[config.mk]
export PLATFORM = sky130hd
export DESIGN_NAME = mac_operand_feeder
export DESIGN_NICKNAME = d
export VERILOG_FILES = /design/src/rtl/mac_operand_feeder.sv
export SDC_FILE = /design/constraint.sdc
export NUM_CORES = 1
export LEC_CHECK = 0
export BUFFER_PORTS_ARGS = -buffer_cell sky130_fd_sc_hd__buf_2
export CAP_MARGIN = 10
export CORE_MARGIN = 3
export CORE_UTILIZATION = 51
export DETAILED_ROUTE_END_ITERATION = 6
export PLACE_DENSITY = 0.75
export SYNTH_ARGS = -nofsm -noshare
export SYNTH_HDL_FRONTEND = slang
export SYNTH_SLANG_ARGS = --single-unit
[constraint.sdc]
create_clock -name clk -period 2.7 [get_ports clk]
set_clock_uncertainty 0.05 [all_clocks]
set_input_delay 0.135 -clock clk [delete_from_list [all_inputs] [get_ports clk]]
set_output_delay 0.135 -clock clk [all_outputs]
set_load 0.05 [all_outputs]
[src/rtl/mac_operand_feeder.sv]
// mac_operand_feeder: collects 6 signed Q4.9 A/B pairs into a double-buffered bank for a 12-input MAC.
// Define FEEDER_CONJ_NEG_EN to store B of odd pairs negated (saturating).
module mac_operand_feeder #(
  parameter int NPAIR = 6
) (
  input  logic        clk,
  input  logic        rst_n,
  input  logic        in_valid,
  output logic        in_ready,
  input  logic [12:0] in_a,
  input  logic [12:0] in_b,
  input  logic        in_last,
  output logic [12:0] op1,
  output logic [12:0] op2,
  output logic [12:0] op3,
  output logic [12:0] op4,
  output logic [12:0] op5,
  output logic [12:0] op6,
  output logic [12:0] op7,
  output logic [12:0] op8,
  output logic [12:0] op9,
  output logic [12:0] op10,
  output logic [12:0] op11,
  output logic [12:0] op12,
  output logic        out_valid,
  input  logic        out_ready,
  output logic        frame_err
);
  typedef enum logic [1:0] {EMPTY, HOLD, FULL} state_t;
  state_t      state_q, state_d;
  logic [2:0]  cnt_q, cnt_d;
  logic [12:0] la_q [NPAIR], la_d [NPAIR], lb_q [NPAIR], lb_d [NPAIR];
  logic [12:0] ha_q [NPAIR], ha_d [NPAIR], hb_q [NPAIR], hb_d [NPAIR];
  logic        frame_err_q, frame_err_d;
  logic        accept, consume, last_acc, swap;
  logic [12:0] b_st;
  always_ff @(posedge clk or negedge rst_n)
    if (!rst_n) state_q <= EMPTY;
    else state_q <= state_d;
  // swap copies the load bank (with the pair accepted this edge) into the hold bank
  always_comb begin
    state_d = state_q;
    swap = 1'b0;
    case (state_q)
      EMPTY: if (last_acc) begin state_d = HOLD; swap = 1'b1; end
      HOLD:
        if (last_acc && consume) swap = 1'b1;
        else if (last_acc) state_d = FULL;
        else if (consume) state_d = EMPTY;
      FULL: if (consume) begin state_d = HOLD; swap = 1'b1; end
      default: state_d = EMPTY;
    endcase
  end
  always_comb begin
    in_ready = state_q != FULL;
    out_valid = state_q != EMPTY;
  end
  assign accept = in_valid && in_ready;
  assign consume = out_valid && out_ready;
  assign last_acc = accept && cnt_q == 3'(NPAIR - 1);
  always_comb begin
`ifdef FEEDER_CONJ_NEG_EN
    b_st = !cnt_q[0] ? in_b : in_b == 13'h1000 ? 13'h0fff : 13'd0 - in_b;
`else
    b_st = in_b;
`endif
  end
  always_comb begin
    la_d = la_q;
    lb_d = lb_q;
    ha_d = ha_q;
    hb_d = hb_q;
    cnt_d = !accept ? cnt_q : last_acc ? 3'd0 : cnt_q + 3'd1;
    frame_err_d = frame_err_q || (accept && (in_last != (cnt_q == 3'(NPAIR - 1))));
    if (accept) begin
      la_d[cnt_q] = in_a;
      lb_d[cnt_q] = b_st;
    end
    if (swap) begin
      ha_d = la_d;
      hb_d = lb_d;
    end
  end
  always_ff @(posedge clk or negedge rst_n)
    if (!rst_n) begin
      cnt_q <= '0;
      la_q <= '{default: '0};
      lb_q <= '{default: '0};
      ha_q <= '{default: '0};
      hb_q <= '{default: '0};
      frame_err_q <= 1'b0;
    end else begin
      cnt_q <= cnt_d;
      la_q <= la_d;
      lb_q <= lb_d;
      ha_q <= ha_d;
      hb_q <= hb_d;
      frame_err_q <= frame_err_d;
    end
  assign frame_err = frame_err_q;
  assign op1 = ha_q[0];
  assign op2 = hb_q[0];
  assign op3 = ha_q[1];
  assign op4 = hb_q[1];
  assign op5 = ha_q[2];
  assign op6 = hb_q[2];
  assign op7 = ha_q[3];
  assign op8 = hb_q[3];
  assign op9 = ha_q[4];
  assign op10 = hb_q[4];
  assign op11 = ha_q[5];
  assign op12 = hb_q[5];
endmodule

; ---- After elaboration in Yosys (flattened, before gate mapping)
; Index checks and enable logic that the tools add are counted.
[word_totals]
ff_bits = 318
latchBits = 0
ram_bits = 0
mem_bits_ro = 0
inputBits = 31
output_inout_bits = 159
word_cells = 67
mem_count = 0
[op_classes]
addsub = 1
mul = 0
n_div = 0
n_lt_le_gt_ge = 2
n_eq_ne = 9
n_shift = 0
muxes = 17
bitwise = 1
n_reduce_logical = 10
[ops]
columns = operator, n
row1 = 78-bit bitwise mux, 2
row2 = 78-bit 2-to-1 mux, 2
row3 = 13-bit demux with 3-bit select, 1
row4 = 13-bit 2-to-1 mux, 1
row5 = 2-bit 2-to-1 mux, 5
row6 = "2-bit inequality test, second input constant", 4
row7 = 1-bit logical AND, 6
row8 = 2-bit one-hot mux with 3 select lines, 1
row9 = "4-bit greater-or-equal comparator, second input constant", 1
row10 = "4-bit by 1-bit < comparator with 1-bit output, second input constant", 1
row11 = 3-bit NOT with 4-bit output, 1
row12 = 4-bit AND reduction, 1
row13 = "3-bit by 1-bit adder with 3-bit output, second input constant", 1
row14 = "3-bit == test, second input constant", 1
row15 = 1-bit 2-to-1 mux, 3
row16 = 3-bit 2-to-1 mux, 1
row17 = "3-bit inequality test, second input constant", 1
row18 = 1-bit one-hot mux with 3 select lines, 1
row19 = "2-bit by 1-bit == test with 1-bit output, second input constant", 1
row20 = "2-bit == test, second input constant", 1
row21 = 2-bit logical NOT, 1
row22 = 2-bit nonzero test, 1
row23 = 1-bit logical OR, 1
row24 = 1-bit inequality test, 1

; ---- Depth between registers and ports, before layout
; Gate-level depths: netlist of run 1.
[logic_depth]
ltp_word = 7
mapped_depth = 10
ltp_nobuf = 5

; ---- Least setup slack after synthesis of run 1
; No wires, ideal clock.
[synth_timing]
kind = register to register
startpoint = register cnt_q[1]
endpoint = register hb_q (netlist bit op12[0])
setup_ns = 0.136
arrival_ns = 2.014
required_time_ns = 2.514
setup_slack_ns = 0.500
path_stages_with_launch = 10
n_path_buf = 4
synth_period_minus_slack_ns = 2.200
path_cell_list = dfrtp_1 buf_2 clkinv_1 clkbuf_1 ha_1 and3_1 buf_2 a31o_1 buf_1 a31oi_1
[synth_via]
elab_chain_cells = 7
elab_cells_between_ends = 14
classes_between = order compare: 2 / eq/ne: 1 / mux: 7 / bitwise: 1 / reduce/logical: 3
[synth_rtl]
columns = item, line
row1 = "start, declared", 31  ; logic [2:0] cnt_q, cnt_d;
row2 = "start signal, assigned", 93  ; cnt_q <= cnt_d;
row3 = 3-bit NOT with 4-bit output (not written as such), 77  ; lb_d[cnt_q] = b_st;
row4 = 4-bit greater-or-equal comparator (not written as such) / 4-bit by 1-bit < comparator with 1-bit output (equally long branches), 77
row5 = 1-bit logical AND (not written as such), 77
row6 = 13-bit 2-to-1 mux (not written as such), 77
row7 = 13-bit demux with 3-bit select, 77
row8 = 78-bit bitwise mux, 77
row9 = 78-bit 2-to-1 mux, 75  ; if (accept) begin
row10 = "end signal, assigned", 90  ; hb_q <= '{default: '0};
row11 = "end signal, assigned", 97  ; hb_q <= hb_d;
row12 = "end, declared", 33  ; logic [12:0] ha_q [NPAIR], ha_d [NPAIR], hb_q [NPAIR], hb_d [NPAIR];
; Several ways; a longest one is shown, not always the timed one.
; A chain may end at the register's enable or synchronous reset.

; ---- Worst setup path in the final report of run 1
[layout_timing]
startpoint = register state_q[1]
endpoint = output port in_ready
[layout_via]
elab_chain_cells = 1
[layout_rtl]
columns = item, line
row1 = "start, declared", 30  ; state_t state_q, state_d;
row2 = "start signal, assigned", 39  ; else state_q <= state_d;
row3 = 2-bit inequality test, 55  ; in_ready = state_q != FULL;
row4 = "end, declared", 9  ; output logic in_ready,
; No other way between the ends.

==> results of run 1 <==
==> cells by family after synthesis <==
group / synth area share, %
AOI/OAI and AO/OA: 25.4
and+or+nand+nor: 12.1
DFF: 55.0
buffers and inverters: 7.06
muxes: 0.225
adders and majority gates: 0.173
xor gates and xnor gates: 0.0605
==> metal layers <==
| layer | up-vias | part of all wire, % |
|---|---|---|
| met3 | 94 | 11 |
| met4 | 0 | 3.0 |
| met2 | 853 | 46 |
| met1 | 6517 | 40 |
| met5 | - | 0 |
| li1 | 5529 | - |
==> per-stage QoR <==
| stage | setup WS (ps) | hold WS (ps) | cell area (um2) |
|---|---|---|---|
| final | 280 | 14.3 | 16800 |
| after global routing | 222 | 12.6 | 16800 |
| after CTS | 300 | 3.45 | 16800 |
| after detailed placement | 441 | 95.6 | 15400 |
| after global placement | 520 | 91.3 | 15400 |
| after floorplan | 500 | -211 | 14500 |
==> power breakdown <==
group	switching (mW)	internal, mW
Combinational	8.80	3.00
Sequential	1.21	7.09
Clock	1.93	2.82
Total	11.9	12.9
==> layout by cell type, fill, tap and decap left out, drive strengths merged <==
master / instances
o21bai: 1
mux2i: 1
nand3: 2
nor3b: 1
o22ai: 1
inv: 3
dlygate4sd3: 28
nand2: 159
xor2: 1
a21oi: 3
a311oi: 156
buf: 227
and2: 1
and3: 2
a31o: 1
ha: 2
or3b: 1
clkinv: 6
o31ai: 156
o2bb2ai: 1
dfrtp: 318
nor2b: 3
clkbuf: 54
a31oi: 156
or2: 1
mux2: 2
o21a: 1
o211ai: 1
nand3b: 2
and3b: 3
nand4: 157
nand2b: 4
==> layout make-up <==
cell class / instances / share of cell area [%]
clock buffers: 54 / 6.59
clock inverters: 6 / 0.200
inverters: 3 / 0.0965
multi-input cells: 819 / 32.8
flip-flops and latches: 318 / 47.2
well taps: 378 / 2.81
repair buffers: 255 / 10.2
==> what timing repair did <==
item | CTS | global route
hold buffers | 28 | 0
resized for setup | 0 | 0
endpoints found under the hold margin | 221 | 0
setup buffers | 0 | 0
==> sequential cells by signal, indices dropped and copies added (netlist names), 2 cells and up <==
signal / count
op3: 13
op5: 13
op12: 13
op9: 13
op8: 13
cnt_q: 3
op1: 13
op11: 13
op10: 13
op2: 13
lb_q: 78
la_q: 78
op4: 13
op6: 13
state_q: 2
op7: 13
==> path summary, 6_finish.rpt <==
kind                                        start                  end  slack (ps)  depth (start not counted)
setup / recovery           state_q[1]$_DFFE_PN0P_             in_ready         280                          4
max in group asynchronous                   rst_n  op10[9]$_DFFE_PN0P_        1620                          3
hold / removal                            in_b[5]   lb_q[44]$_DFF_PN0_          10                          3
hold reg to reg               frame_err$_DFF_PN0_  frame_err$_DFF_PN0_         420                          1
min in group asynchronous                   rst_n   op6[3]$_DFFE_PN0P_         150                          2
setup reg to reg             cnt_q[1]$_DFFE_PN0P_  op12[8]$_DFFE_PN0P_         320                          6
==> tightest hold or removal path: cells and delay by family <==
family | cells | cell delay (ps)
buffers and inverters | 1 | 200
AND/OR/NAND/NOR | 2 | 200
==> results.ini, run 1 <==
[run_status]
outcome=finished clean

[yosys]
synth.area.top_cells=dfrtp_1 (55%), a311oi_1 (9.4%), o31ai_1 (7.1%), nand4_1 (6.8%), a31oi_1 (6.7%)
synth_cells=1332
synth_edf_count=0
ys.warnings.count=0
yosysSeqAreaShare_pct=55.0
synth-async-reset-ratio_pct=100
synth_nets=1365
yosys_most_used_dff=dfrtp_1
postSynthAreaPerCell_um2=10.9
yosysTopAreaCell=dfrtp_1
ys_ff_latch=318
syn_area_um2=14500
yosysUniqueCellTypes=37
synth_common_cells=dfrtp_1 (318), nand2_1 (159), nand4_1 (157), a311oi_1 (156), a31oi_1 (156)
synthDominantCellAreaShare_pct=55.0
synth_most_common_cell=dfrtp_1

[cts]
htreeDepth=2
cts.clk_slew.worst_paths_ps=60
tritoncts=built
root_buffer=clkbuf_16
numCtsBuffers=35
clock_sinks=318
clkLatencyLatePin_ps=510
clock_path_buffers=3

[timing]
finalHoldViolations=0
tightest_slew_ps=903
finalMaxSlewViolations=0
setup_viol=0
rsz0062_at_grt=false
timing.final.crit_share_pct=89.6
min_period_ps=2420
relSlewSlack_pct=39.8
max_freq_mhz=413
setup_tns_ps=0

[grt]
gr-max-usage-layer=met2
grt_pass1_vias=12500
grt_max_degree=160
antenna_found_initial=0
met1_usage_pct=43.5
track_usage_pct=30.0
grt_util_met3_pct=7.08
grt_overflow_total=0
grt_pass1_wl_um=73400
globalRouteMet2Util_pct=44.8

[floorplan]
dieHeight_um=174
rows=61
die_area_um2=30400
io_pins=190
die_w_um=174
start_util_pct=51.9
coreArea_um2=27900

[finish]
nNetsFinal=1465
fin_cells=1833
multiInputGateArea_um2=5530
final_layout_size_suffix_gt1_share_pct=22.1
diodes=0
seq_area_um2=7960
fin_util_pct=60.5
area_growth_pct=16.5
fillCellCount=2291

[power]
peakVddDrop_mv=1.12
power_mw=24.8
powerDensity_nw_per_um2=1470
p_leak_nw=7.34

[route]
routedWlPerCell_um=25.8
wirelength_um=47300
drc=0
drt_iter0_markers=1806
num_vias=13000
detail-route-antenna-nets=0
viasPerCell=7.09
drt_pass1_iterations=7

[critical_path]
path_delay_family=buffers and inverters
required_ps=2520
cp_max_fo=51
critPathCaptureType=output pin
startpoint_type=flip-flop
worstSetupPathType=flip-flop to output pin
crit_slowest_cell=inv_4
worstPathArrival_ps=2230
worstPathCellList=nor2b_4, inv_4, buf_12, buf_2
critPathMaxStageDelay_ps=480
crit_buf_inv=3

[place]
dp_cells=1745
place.gp.congestion=0.786
io_buffers=189
dp_hpwl_um=24600

[hold_path]
hp-class=input pin to flip-flop

[job]
cap_violations=0

Note: power is estimated with default switching activity, not from simulation.
==> inputs of run 2 (changes only) <==
Settings changed: SETUP_SLACK_MARGIN set to 0.3.
==> run 2 against run 1 <==
Effect of this change: combinational power about the same; global-route usage is the same; worst setup slack worse by 19 ps; register-to-register slack lost 60 ps; die area stayed put; routed wire length barely moved; sequential share of layout area about the same; fmax fell by 0.80%; sequential power about the same; total power about the same; non-clock buffer count did not move; critical path type is now flip-flop to flip-flop; largest power group unchanged.
==> results.ini, run 2 (synthesized netlist as in run 1, its figures left out) <==
[timing]
worst_hold_slack_ps=17.1  ; +2.80 ps
finalHoldViolations=0  ; unchanged
max_freq_mhz=410  ; -0.80%
finalMaxSlewViolations=0  ; unchanged
setup_viol=0  ; unchanged
relSlewSlack_pct=37.9  ; -1.9 points
tightest_slew_ps=932  ; +29.1 ps
rsz0062_at_grt=false
setup_tns_ps=0  ; unchanged
min_period_ps=2440  ; +19.5 ps
timing.final.crit_share_pct=90.3  ; +0.72 points

[grt]
grt_pass1_wl_um=73400  ; unchanged
grt_overflow_total=0  ; unchanged
grt_pass1_vias=12500  ; unchanged
track_usage_pct=30.0  ; unchanged
grt_max_degree=160  ; unchanged
antenna_found_initial=0  ; unchanged

[place]
dp_cells=1745  ; unchanged
place.gp.congestion=0.786  ; unchanged
dp_hpwl_um=24600  ; unchanged
io_buffers=189  ; unchanged

[critical_path]
required_ps=3070  ; +550 ps
worstSetupPathType=flip-flop to flip-flop
startpoint_type=flip-flop
cp_max_fo=159  ; +210%
worstPathArrival_ps=2810  ; +580 ps
critPathCaptureType=flip-flop
crit_slowest_cell=dfrtp_4
worstPathCellList=inv_2, ha_1, and3_4, buf_16, a311oi_1, a31oi_1
critPathMaxStageDelay_ps=490  ; about the same

[cts]
clkLatencyLatePin_ps=510  ; about the same
tritoncts=built
clock_sinks=318  ; unchanged
cts.clk_slew.worst_paths_ps=60  ; about the same
cts_setup_buffers=0  ; unchanged
htreeDepth=2  ; unchanged
root_buffer=clkbuf_16
numCtsBuffers=35  ; unchanged
clock_path_buffers=3  ; unchanged

[finish]
fin_cells=1833  ; unchanged
nNetsFinal=1465  ; unchanged
area_growth_pct=16.5  ; about the same
final_cell_mix=dfrtp_1 (317), buf_2 (188), nand2_1 (159), nand4_1 (157)
multiInputGateArea_um2=5530  ; unchanged
seq_area_um2=7960  ; unchanged
reg_top3=la_q x78, lb_q x78
fillCellCount=2287  ; -0.17%
diodes=0  ; unchanged
final_layout_size_suffix_gt1_share_pct=22.1  ; unchanged
final_common_cell=dfrtp_1

[power]
seqPwrFrac_pct=33.4  ; about the same
peakVddDrop_mv=1.12  ; +0.20%
p_sw_mw=11.9  ; about the same
switching_share_pct=48.0  ; about the same
p_int_mw=12.9  ; about the same
clock_power_share_pct=19.1  ; about the same
p_leak_nw=7.34  ; about the same
powerDensity_nw_per_um2=1470  ; about the same
combinationalPowerShare_pct=47.5  ; about the same

[floorplan]
die_area_um2=30400  ; unchanged
io_pins=190  ; unchanged
die_w_um=174  ; unchanged
coreArea_um2=27900  ; unchanged
rows=61  ; unchanged
dieHeight_um=174  ; unchanged
start_util_pct=51.9  ; unchanged

[job]
cap_violations=0  ; unchanged

[route]
wirelength_um=47300  ; about the same
num_vias=13000  ; -0.19%
drc=0  ; unchanged
viasPerCell=7.07  ; -0.19%
detail-route-antenna-nets=0  ; unchanged
drt_pass1_iterations=5  ; -2
drt_iter0_markers=1958  ; +8.4%
routedWlPerCell_um=25.8  ; about the same

[run_status]
outcome=finished clean

[hold_path]
hp-class=input pin to flip-flop

==> run 2: changes by cell type in the layout (fill, tap and decap cells not counted) <==
cell,before,now
inv_4,2,1
inv_6,0,1
buf_16,0,1
buf_12,16,15
==> run 2: worst max-delay path: cells and delay by family, from the launching register on <==
family                     cells  cell delay, ps
and+or+nand+nor                1             250
DFF                            1             490
adders and majority gates      1             260
buffers and inverters          2             520
AOI/OAI and AO/OA              2             480
==> run 2: timing repair <==
action,CTS,global route
hold buffers,28,0
hold endpoints to repair,221,0
resized for setup,0,2
endpoints found under the setup margin,0,24
==> run 2: cell type report <==
| type | instances | area share, % |
|---|---|---|
| timing repair buffer | 255 | 10.3 |
| clock buffer | 54 | 6.58 |
| inverter | 3 | 0.111 |
| clock inverter | 6 | 0.200 |
| sequential | 318 | 47.2 |
| multi-input combinational | 819 | 32.8 |
| tap | 378 | 2.81 |
==> run 2: stage by stage <==
stage	total power, mW	instance area (um2)	setup WS, ps	utilization, %
2_1_floorplan	16.9	14500	500	-
3_3_place_gp	19.7	15400	520	55.4
3_5_place_dp	20.0	15400	441	55.4
4_1_cts	24.8	16800	300	60.5
5_1_grt	26.0	16900	311	60.5
6_report	24.8	16900	261	60.5
==> run 2: per-layer routing <==
layer | share of wire (%) | global-route usage [%] | vias to the layer above
met4 | 2.9 | 9.62 | 0
met2 | 46 | 44.8 | 838
met1 | 39 | 43.5 | 6510
li1 | - | - | 5523
met3 | 11 | 7.08 | 97
met5 | 0 | 0 | -
==> run 2: worst paths after layout <==
check                                 endpoint  cells past startpoint                  from  slack [ps]
max reg2reg                op12[8]$_DFFE_PN0P_                      6  cnt_q[1]$_DFFE_PN0P_         260
min reg2reg                frame_err$_DFF_PN0_                      1   frame_err$_DFF_PN0_         430
min in group asynchronous   op6[3]$_DFFE_PN0P_                      2                 rst_n         160
max in group asynchronous  op10[9]$_DFFE_PN0P_                      3                 rst_n        1610
min                         lb_q[44]$_DFF_PN0_                      3               in_b[5]          20
max                        op12[8]$_DFFE_PN0P_                      6  cnt_q[1]$_DFFE_PN0P_         260
==> run 2: power groups by stage <==
stage | combinational (mW) | clock [mW] | sequential, mW
5_1_grt | 12.5 | 4.99 | 8.51
4_1_cts | 11.8 | 4.79 | 8.27
3_3_place_gp | 11.5 | 0 | 8.26
6_report | 11.8 | 4.74 | 8.31
2_1_floorplan | 4.64 | 0 | 12.3
3_5_place_dp | 11.7 | 0 | 8.32
